**config.mk**
```make
export PLATFORM = sky130hd
export DESIGN_NAME = alu_exec
export DESIGN_NICKNAME = d
export VERILOG_FILES = /design/src/rtl/alu_exec_pkg.sv /design/src/rtl/alu_shift_iter.sv /design/src/rtl/alu_exec.sv
export SDC_FILE = /design/constraint.sdc
export NUM_CORES = 1
export LEC_CHECK = 0
export ABC_CLOCK_PERIOD_IN_PS = 7100
export BUFFER_PORTS_ARGS = -buffer_cell sky130_fd_sc_hd__buf_2
export CAP_MARGIN = 20
export CORE_UTILIZATION = 40
export DETAILED_ROUTE_END_ITERATION = 8
export SLEW_MARGIN = 30
export SYNTH_ARGS = -nofsm -noshare
export SYNTH_HDL_FRONTEND = slang
export SYNTH_SLANG_ARGS = --single-unit
```
**constraint.sdc**
```tcl
create_clock -name clk -period 7.1 [get_ports clk]
set_input_delay 1.42 -clock clk [delete_from_list [all_inputs] [get_ports clk]]
set_output_delay 1.42 -clock clk [all_outputs]
set_load 0.01 [all_outputs]
```
**src/rtl/alu_exec_pkg.sv**
```systemverilog
// alu_exec_pkg: widths, tag/opcode encodings and FSM states shared by the ALU execution unit.
package alu_exec_pkg;
   localparam int XLEN    = 32;
   localparam int TAG_W   = 4;
   localparam int OP_W    = 5;
   localparam int REG_W   = 5;
   localparam int SHAMT_W = $clog2(XLEN);
   localparam logic [TAG_W-1:0] UNLOCKED = '1;
   localparam logic [OP_W-1:0] OP_ADD   = 5'd0;
   localparam logic [OP_W-1:0] OP_SUB   = 5'd1;
   localparam logic [OP_W-1:0] OP_SLT   = 5'd2;
   localparam logic [OP_W-1:0] OP_SLTU  = 5'd3;
   localparam logic [OP_W-1:0] OP_XOR   = 5'd4;
   localparam logic [OP_W-1:0] OP_OR    = 5'd5;
   localparam logic [OP_W-1:0] OP_AND   = 5'd6;
   localparam logic [OP_W-1:0] OP_SLL   = 5'd7;
   localparam logic [OP_W-1:0] OP_SRL   = 5'd8;
   localparam logic [OP_W-1:0] OP_SRA   = 5'd9;
   localparam logic [OP_W-1:0] OP_LUI   = 5'd10;
   localparam logic [OP_W-1:0] OP_AUIPC = 5'd11;
   localparam logic [OP_W-1:0] OP_JAL   = 5'd12;
   localparam logic [OP_W-1:0] OP_JALR  = 5'd13;
   typedef enum logic [1:0] {S_IDLE, S_WAIT, S_EXEC, S_BCAST} state_t;
endpackage

```
**src/rtl/alu_shift_iter.sv**
```systemverilog
// alu_shift_iter: one-bit-per-cycle shifter; i_start loads operand and amount, o_done when the count is exhausted.
module alu_shift_iter
   import alu_exec_pkg::*;
(
   input  logic               clk,
   input  logic               rst,
   input  logic               i_start,
   input  logic               i_step,
   input  logic               i_left,
   input  logic               i_arith,
   input  logic [XLEN-1:0]    i_data,
   input  logic [SHAMT_W-1:0] i_shamt,
   output logic               o_done,
   output logic [XLEN-1:0]    o_result
);
   logic [SHAMT_W-1:0] r_cnt;
   logic [XLEN-1:0]    r_acc;
   always_ff @(posedge clk or negedge rst) begin
      if (!rst) begin
         r_cnt <= '0;
         r_acc <= '0;
      end else if (i_start) begin
         r_cnt <= i_shamt;
         r_acc <= i_data;
      end else if (i_step && r_cnt != '0) begin
         r_cnt <= r_cnt - SHAMT_W'(1);
         r_acc <= i_left ? {r_acc[XLEN-2:0], 1'b0} : {i_arith & r_acc[XLEN-1], r_acc[XLEN-1:1]};
      end
   end
   assign o_done   = r_cnt == '0;
   assign o_result = r_acc;
endmodule

```
**src/rtl/alu_exec.sv**
```systemverilog
// alu_exec: consumes one ALU reservation-station slot, executes once operands are ready and broadcasts on the CDB.
module alu_exec
   import alu_exec_pkg::*;
(
   input  logic             clk,
   input  logic             rst,
   input  logic             rdy,
   input  logic             slot_busy,
   input  logic [OP_W-1:0]  slot_op,
   input  logic [TAG_W-1:0] slot_tagx,
   input  logic [TAG_W-1:0] slot_tagy,
   input  logic [TAG_W-1:0] slot_tagw,
   input  logic [XLEN-1:0]  slot_datax,
   input  logic [XLEN-1:0]  slot_datay,
   input  logic [REG_W-1:0] slot_target,
   input  logic [XLEN-1:0]  slot_pc,
   output logic             busy_out,
   output logic             cdb_req,
   input  logic             cdb_gnt,
   output logic [TAG_W-1:0] cdb_tag,
   output logic [REG_W-1:0] cdb_target,
   output logic [XLEN-1:0]  cdb_data
);
   state_t           r_state, w_next;
   logic [OP_W-1:0]  r_op;
   logic [XLEN-1:0]  r_x, r_y, r_pc, w_alu, w_sh_res;
   logic [TAG_W-1:0] r_tagw;
   logic [REG_W-1:0] r_tgt;
   logic             w_ready, w_is_shift, w_sh_done, w_start;
   assign w_ready    = slot_tagx == UNLOCKED && slot_tagy == UNLOCKED;
   assign w_is_shift = r_op inside {OP_SLL, OP_SRL, OP_SRA};
   assign w_start    = rdy && r_state == S_WAIT && w_next == S_EXEC;
   assign busy_out   = r_state != S_IDLE;
   assign cdb_req    = r_state == S_BCAST;
   always_comb begin
      w_next = r_state;
      case (r_state)
         S_IDLE:  w_next = slot_busy ? S_WAIT : S_IDLE;
         S_WAIT:  w_next = !slot_busy ? S_IDLE : (w_ready ? S_EXEC : S_WAIT);
         S_EXEC:  w_next = (!w_is_shift || w_sh_done) ? S_BCAST : S_EXEC;
         S_BCAST: w_next = cdb_gnt ? S_IDLE : S_BCAST;
         default: w_next = S_IDLE;
      endcase
   end
   always_comb begin
      w_alu = '0;
      case (r_op)
         OP_ADD:   w_alu = r_x + r_y;
         OP_SUB:   w_alu = r_x - r_y;
         OP_SLT:   w_alu = XLEN'($signed(r_x) < $signed(r_y));
         OP_SLTU:  w_alu = XLEN'(r_x < r_y);
         OP_XOR:   w_alu = r_x ^ r_y;
         OP_OR:    w_alu = r_x | r_y;
         OP_AND:   w_alu = r_x & r_y;
         OP_LUI:   w_alu = r_y;
         OP_AUIPC: w_alu = r_pc + r_y;
         OP_JAL:   w_alu = r_pc + XLEN'(4);
         OP_JALR:  w_alu = r_pc + XLEN'(4);
         default:  w_alu = '0;
      endcase
   end
   alu_shift_iter u_shift (
      .clk      (clk),
      .rst      (rst),
      .i_start  (w_start),
      .i_step   (rdy && r_state == S_EXEC),
      .i_left   (r_op == OP_SLL),
      .i_arith  (r_op == OP_SRA),
      .i_data   (slot_datax),
      .i_shamt  (slot_datay[SHAMT_W-1:0]),
      .o_done   (w_sh_done),
      .o_result (w_sh_res)
   );
   always_ff @(posedge clk or negedge rst) begin
      if (!rst) begin
         r_state    <= S_IDLE;
         r_op       <= '0;
         r_x        <= '0;
         r_y        <= '0;
         r_pc       <= '0;
         r_tagw     <= UNLOCKED;
         r_tgt      <= '0;
         cdb_tag    <= UNLOCKED;
         cdb_target <= '0;
         cdb_data   <= '0;
      end else if (rdy) begin
         r_state <= w_next;
         if (w_start) begin
            r_op   <= slot_op;
            r_x    <= slot_datax;
            r_y    <= slot_datay;
            r_pc   <= slot_pc;
            r_tagw <= slot_tagw;
            r_tgt  <= slot_target;
         end
         // broadcast fields are frozen for the whole BCAST stay
         if (r_state == S_EXEC && w_next == S_BCAST) begin
            cdb_tag    <= r_tagw;
            cdb_target <= r_tgt;
            cdb_data   <= w_is_shift ? w_sh_res : w_alu;
         end
      end
   end
endmodule

```
==> results of run 1 <==
## kinds of logic (layout without fill, tap and decap cells)
family / after synthesis / after routing / share of synthesized area
AND/OR/NAND/NOR: 584 / 584 / 0.177
AO/OA/AOI/OAI: 504 / 504 / 0.227
buffers and inverters: 192 / 308 / 0.0523
flip-flops: 190 / 190 / 0.338
adder cells (fa/ha/maj): 138 / 138 / 0.124
XOR/XNOR: 79 / 79 / 0.0492
multiplexers: 44 / 44 / 0.0322
## state kept, by name, indices dropped and copies added, names as in the netlist
signal / count
cdb_data: 32
u_shift.o_result: 32
cdb_target: 5
r_x: 32
r_tgt: 5
r_y: 32
r_state: 2
r_tagw: 4
r_op: 5
cdb_tag: 4
u_shift.r_cnt: 5
r_pc: 32
## cell usage in the layout (no fill, tap or decap), types with 14 or more instances in the layout
master	Yosys	final
xnor2_1	45	45
nand3_1	29	28
a22oi_1	20	20
o2111ai_1	14	14
ha_1	136	136
xor2_1	34	34
nand4_1	17	17
clkbuf_16	0	17
o211ai_1	21	21
a21oi_1	127	126
nor2_1	132	130
nand2_1	317	317
mux2i_1	34	34
a221oi_1	27	27
inv_1	96	96
dfrtp_1	182	182
o21ai_0	182	182
nor3_1	21	20
a21o_1	14	14
buf_2	11	164
## where the power goes
group / total [mW] / switching [mW] / internal [mW]
sequential: 1.18 / 0.0502 / 1.13
combinational: 0.516 / 0.297 / 0.219
clock: 1.02 / 0.513 / 0.504
total: 2.71 / 0.860 / 1.85
## per-stage QoR
step                      total power, mW  instances  setup WS [ps]   util  area [sq um]
after CTS                            2.73       2302           2610  0.459         15900
after global routing                 2.83       2302           2040  0.459         15900
after global placement               1.71       2270           2730  0.441         15300
final                                2.71       2302           2610  0.459         15900
after floorplan                      1.51       1731           3340      -         14100
after detailed placement             1.71       2270           2660  0.441         15300
## metal layers
layer / wire length, microns / vias to the layer above / share of wire
met2: 19700 / 478 / 0.44
met1: 20800 / 6248 / 0.47
li1: - / 6246 / -
met5: 13 / - / 0.00029
met4: 828 / 2 / 0.019
met3: 3340 / 53 / 0.075
## cell usage after synthesis (4+ instances only)
| library cell | n |
|---|---|
| ha_1 | 136 |
| o31ai_1 | 4 |
| nand2_1 | 317 |
| xor2_1 | 34 |
| o21ai_0 | 182 |
| o22ai_1 | 7 |
| buf_2 | 11 |
| and3_1 | 14 |
| o211ai_1 | 21 |
| or3_1 | 6 |
| o221ai_1 | 6 |
| nand3_1 | 29 |
| clkbuf_1 | 79 |
| mux2_2 | 10 |
| nor2b_1 | 13 |
| o21a_1 | 9 |
| o21bai_1 | 12 |
| or2_2 | 6 |
| a211oi_1 | 6 |
| nand2b_1 | 7 |
| a221oi_1 | 27 |
| nor4_1 | 6 |
| o2111ai_1 | 14 |
| a222oi_1 | 4 |
| dfstp_2 | 8 |
| a21o_1 | 14 |
| buf_1 | 5 |
| mux2i_1 | 34 |
| a31oi_1 | 12 |
| a221o_1 | 6 |
| nor3b_1 | 4 |
| xnor2_1 | 45 |
| nor3_1 | 21 |
| nand4_1 | 17 |
| inv_1 | 96 |
| a21oi_1 | 127 |
| dfrtp_1 | 182 |
| a22oi_1 | 20 |
| nor2_1 | 132 |
## final cells by class
type	count	share of cell area
Clock buffer	17	0.0268
Clock inverter	15	0.0109
Inverter	96	0.0227
Multi-Input combinational cell	1349	0.543
Sequential cell	190	0.300
Tap cell	455	0.0358
Timing Repair Buffer	180	0.0612
## worst paths after layout
path,endpoint,depth (start not counted)
setup reg to reg,cdb_data[30],17
hold / removal,r_tagw[3],2
max in group asynchronous,r_pc[13],2
hold reg to reg,r_tagw[3],2
min in group asynchronous,r_tgt[1],1
setup / recovery,cdb_data[30],17
## tightest hold or removal path, cell delays in order, from the launching register on
cell     delay (ps)
dfstp_2         370
nand2_1          50
nand2_1          50
==> out/results.ini, run 1 <==
[synthesis]
ys_ff_latch=190
synth_area_leaders=dfrtp_1, ha_1, nand2_1
yosys_warnings=0
async_flop_share=1.00
synth_nets=1992
yosysSeqAreaShare=0.338
synth_cell_types=74
synth_edf_count=0
yosysTopAreaCell=dfrtp_1
syn_area_per_cell_sq_um=8.13
synth_area_sq_um=14100
syn_inst=1731
ys_dominant_reg_cell=dfrtp_1
yosysTopAreaCellShare=0.324

[sta]
fin_crit_ps=4490
fin_crit_sh=0.633
setup_violations=0
hold_viol_final=0
skew_ps=13.7
worst_slew_pin_slew_ps=1040
fin_setup_tns_ps=0
hold_ws_ps=460
rsz0062_at_grt=false
max_freq_mhz=223
max_slew_margin=0.304
slew_viol_final=0

[setup_path]
cp_slowest_cell=dfrtp_1
timing.rr.start=r_op[2]
cp_cell_sequence=nand3b_1 -> nor2_4 -> buf_4 -> nand2_1 -> o21ai_0 -> ha_1 -> fa_1 -> nand3_1 -> a2111oi_2 -> o21ai_0 -> and3_1 -> nor2_1 -> a311oi_2 -> o21a_1 -> o311ai_0 -> o21ai_0 -> nand3_1
crit_path_end_kind=register
critPathLaunchType=register
crit_type=reg2reg
cp.required_ps=7510
critPathTopFamily=simple AND/OR/NAND/NOR gates
cp_num_buf_inv=1
worstPathArrival_ps=4900
cpPeakStageDelay_ps=550
path_common_cell=o21ai_0
r2r_slack_ps=2610
cp_max_fo=35
crit_start=r_op[2]

[final_layout]
multi_input_area_sq_um=8630
final.fill_count=3483
antenna_cells=0
layout-drive-gt1-share=0.142
nNetsFinal=2095
seq_area_sq_um=4760
area_delta_synth_final_pct=12.9

[global_routing]
use_met3=0.0487
grt_max_degree=210
grt.busiest_layer=met2
grt_pass1_wl_microns=71600
gr-usage-met1=0.362
grt_usage=0.254
antenna_found_initial=1
grt_overflow=0
grtUsageMet2=0.389
grt_pass1_vias=12900

[hold_path]
min_from=r_tagw[3]
hold_class=reg2reg

[power_and_ir_drop]
leakage_nw=7.21
powerDensity_nw_per_um2=171
vdd_drop_max_v=0.000192

[drt]
vias=13000
wirelength_microns=44700
drt_iter0_drc=1041
drt-pass1-iter-count=7
ant_nets=0
drt-wirelength-per-cell_microns=19.4
drc=0
viasPerCell=5.66

[placement]
routabilityCongestion=0.910
numPortBuffers=165
dp_hpwl_microns=31600

[floorplanning]
die_height_microns=190
core.rowCount=68
die_area_sq_um=35900
start_util=0.407
coreArea_sq_um=34600
die_w_microns=190
ios=166

[clock_tree]
ctsHtreeMaxLevel=4
cts_buffers=17
clk_path_buf_depth=2
cts_sinks=190
hold_buffers=0
cts_resized=0
path_clk_slew_ps=80
cts_tree=yes
root_buffer=clkbuf_16
insertion_delay_ps=470
post-cts-setup-buffers=0

[flow_run]
maxCapViolations=0

[status]
outcome=complete, no violations

(Power assumes the default switching activity.)
==> run 2, diff against run 1 <==
Settings changed: ABC_AREA from default to 1, ABC_CLOCK_PERIOD_IN_PS 7100 to 4300.
Clock period 7.1 ns to 4.3 ns, I/O delays scaled along.
==> out/results.ini, run 2 <==
[setup_path]
crit_start=r_op[3]
cp_max_fo=27
path_depth=19
cpPeakStageDelay_ps=440
path_common_cell=nand2_1
endpoint=cdb_data[16]
r2r_slack_ps=510
worstPathArrival_ps=4180
timing.rr.start=r_op[3]
cp_slowest_cell=dfrtp_1
critPathLaunchType=register
worstRegToRegCells=19
crit_type=reg2reg
cp_num_buf_inv=4
cp_cell_sequence=inv_2 -> nor2_2 -> nand2_2 -> buf_12 -> inv_1 -> o21ai_0 -> ha_1 -> fa_1 -> nand3_1 -> nand3_1 -> nand2_1 -> nand2_1 -> nand2_1 -> nand2_1 -> or2_2 -> nand3_1 -> nand4_1 -> o21ai_0 -> inv_1
r2r-end=cdb_data[16]
cp.required_ps=4690
crit_path_end_kind=register
critPathTopFamily=simple AND/OR/NAND/NOR gates

[floorplanning]
coreArea_sq_um=41100
die_area_sq_um=42800
ios=166
die_w_microns=207
core.rowCount=74
die_height_microns=207
start_util=0.409

[synthesis]
yosys_warnings=0
synth_edf_count=0
synth_cell_types=46
ys_dominant_reg_cell=dfrtp_1
yosys-top-cells-count=nand2_1, inv_1, o21ai_0
synth_area_sq_um=16800
yosysTopAreaCellShare=0.271
ys_ff_latch=190
yosysTopAreaCell=dfrtp_1
synth_nets=2953
async_flop_share=1.00
syn_inst=2692
yosysSeqAreaShare=0.284
yosysMostFrequentCell=nand2_1
synth_area_leaders=dfrtp_1, nand2_1, inv_1
syn_area_per_cell_sq_um=6.24

[drt]
viasPerCell=5.31
ant_nets=0
wirelength_microns=68400
drt-pass1-iter-count=8
drt-wirelength-per-cell_microns=20.4
drc=8
drt_iter0_drc=1777
vias=17800

[sta]
fin_crit_ps=3790
setup_violations=0
slew_viol_final=0
rsz0062_at_grt=false
max_slew_margin=0.331
fin_crit_sh=0.882
setup_ws_ps=509
hold_viol_final=0
fin_setup_tns_ps=0
max_freq_mhz=264
skew_ps=24.4
worst_slew_pin_slew_ps=1000

[clock_tree]
hold_buffers=0
cts_sinks=190
post-cts-setup-buffers=0
cts_buffers=17
insertion_delay_ps=520
cts_resized=0
path_clk_slew_ps=90
root_buffer=clkbuf_16
ctsHtreeMaxLevel=4
clk_path_buf_depth=2
cts_tree=yes

[final_layout]
area_delta_synth_final_pct=11.4
fin_util=0.455
final_area_sq_um=18700
antenna_cells=0
nNetsFinal=3078
fin_cells=3362
final_common_cell=nand2_1
layout-drive-gt1-share=0.102
layout_common_cells=nand2_1, inv_1, o21ai_0, dfrtp_1, nor2_1

[power_and_ir_drop]
leakage_nw=10.5
powerDensity_nw_per_um2=622
vdd_drop_max_v=0.000249

[global_routing]
grt_max_degree=94
grt_pass1_vias=16300
grt_overflow=0
use_met3=0.0507
grt.busiest_layer=met1
grtUsageMet2=0.479
grt_pass1_wl_microns=100000
grt_usage=0.324
antenna_found_initial=0
gr-usage-met1=0.481

[placement]
dp.cells=3330
placed_cell_area_sq_um=18100
dp_hpwl_microns=55100
routabilityCongestion=0.985
post-place-ws_ps=608
numPortBuffers=165

[flow_run]
maxCapViolations=0

[hold_path]
hold_class=in2async

[status]
violations=design-rule violations
outcome=finished, violations left

## run 2: changes by cell type in the layout (fill, tap and decap cells not counted), moves of 30 or more
| cell | previous run | this run |
|---|---|---|
| a21oi_1 | 126 | 78 |
| inv_1 | 96 | 482 |
| mux2i_1 | 34 | 0 |
| nand2_1 | 317 | 866 |
| nand3_1 | 28 | 172 |
| nor2_1 | 130 | 175 |
| o21ai_0 | 182 | 225 |
| o21ai_1 | 0 | 61 |
| xnor2_1 | 45 | 1 |
| xor2_1 | 34 | 4 |
## run 2: how the worst min path moves through the flow
| stage | endpoint | start | slack [ps] |
|---|---|---|---|
| floorplan | cdb_target[4] | r_tgt[4] | 440 |
| global placement | cdb_tag[3] | r_tagw[3] | 450 |
| detailed placement | r_tagw[3] | r_tagw[3] | 460 |
| CTS | u_shift.r_cnt[1] | rst | 450 |
| global route | r_y[3] | rst | 480 |
| finish | u_shift.r_cnt[1] | rst | 420 |
## run 2: metrics by stage
| step | hold WS [ps] | power (mW) |
|---|---|---|
| CTS | 452 | 11.5 |
| global route | 482 | 12.6 |
| global placement | 449 | 9.77 |
| floorplan | 442 | 7.40 |
| finish | 420 | 11.6 |
| detailed placement | 461 | 9.77 |
## run 2: routing by layer
| layer | vias to the layer above | share of wire |
|---|---|---|
| met1 | 8358 | 0.48 |
| met5 | - | 0 |
| met3 | 74 | 0.073 |
| met4 | 0 | 0.023 |
| li1 | 8731 | - |
| met2 | 677 | 0.42 |
## run 2: power breakdown
group / switching (mW) / internal, mW / leakage (nW)
Clock: 0.908 / 0.791 / 0.293
Combinational: 4.58 / 2.11 / 8.03
Sequential: 0.809 / 2.45 / 2.14
## run 2: cell families after synthesis
kind of cell               share of synthesized area
and+or+nand+nor                                0.335
buffers and inverters                          0.133
AOI/OAI and AO/OA                              0.142
DFF                                            0.284
adders and majority gates                      0.104
xor gates and xnor gates                     0.00261
## run 2: area by class of cell
class	instances	area, sq um
clock buffer	17	425
clock inverter	15	188
fill	4517	22400
inverter	489	1840
multi-input combinational	1936	9820
sequential	190	4760
tap	532	666
timing repair buffer	183	1020
## run 2: worst reg2reg max path, delay by kind of cell, from the launching register on
family / cells / cell delay [ps]
and+or+nand+nor: 11 / 1770
adders and majority gates: 2 / 680
buffers and inverters: 4 / 590
DFF: 1 / 440
AOI/OAI and AO/OA: 2 / 180
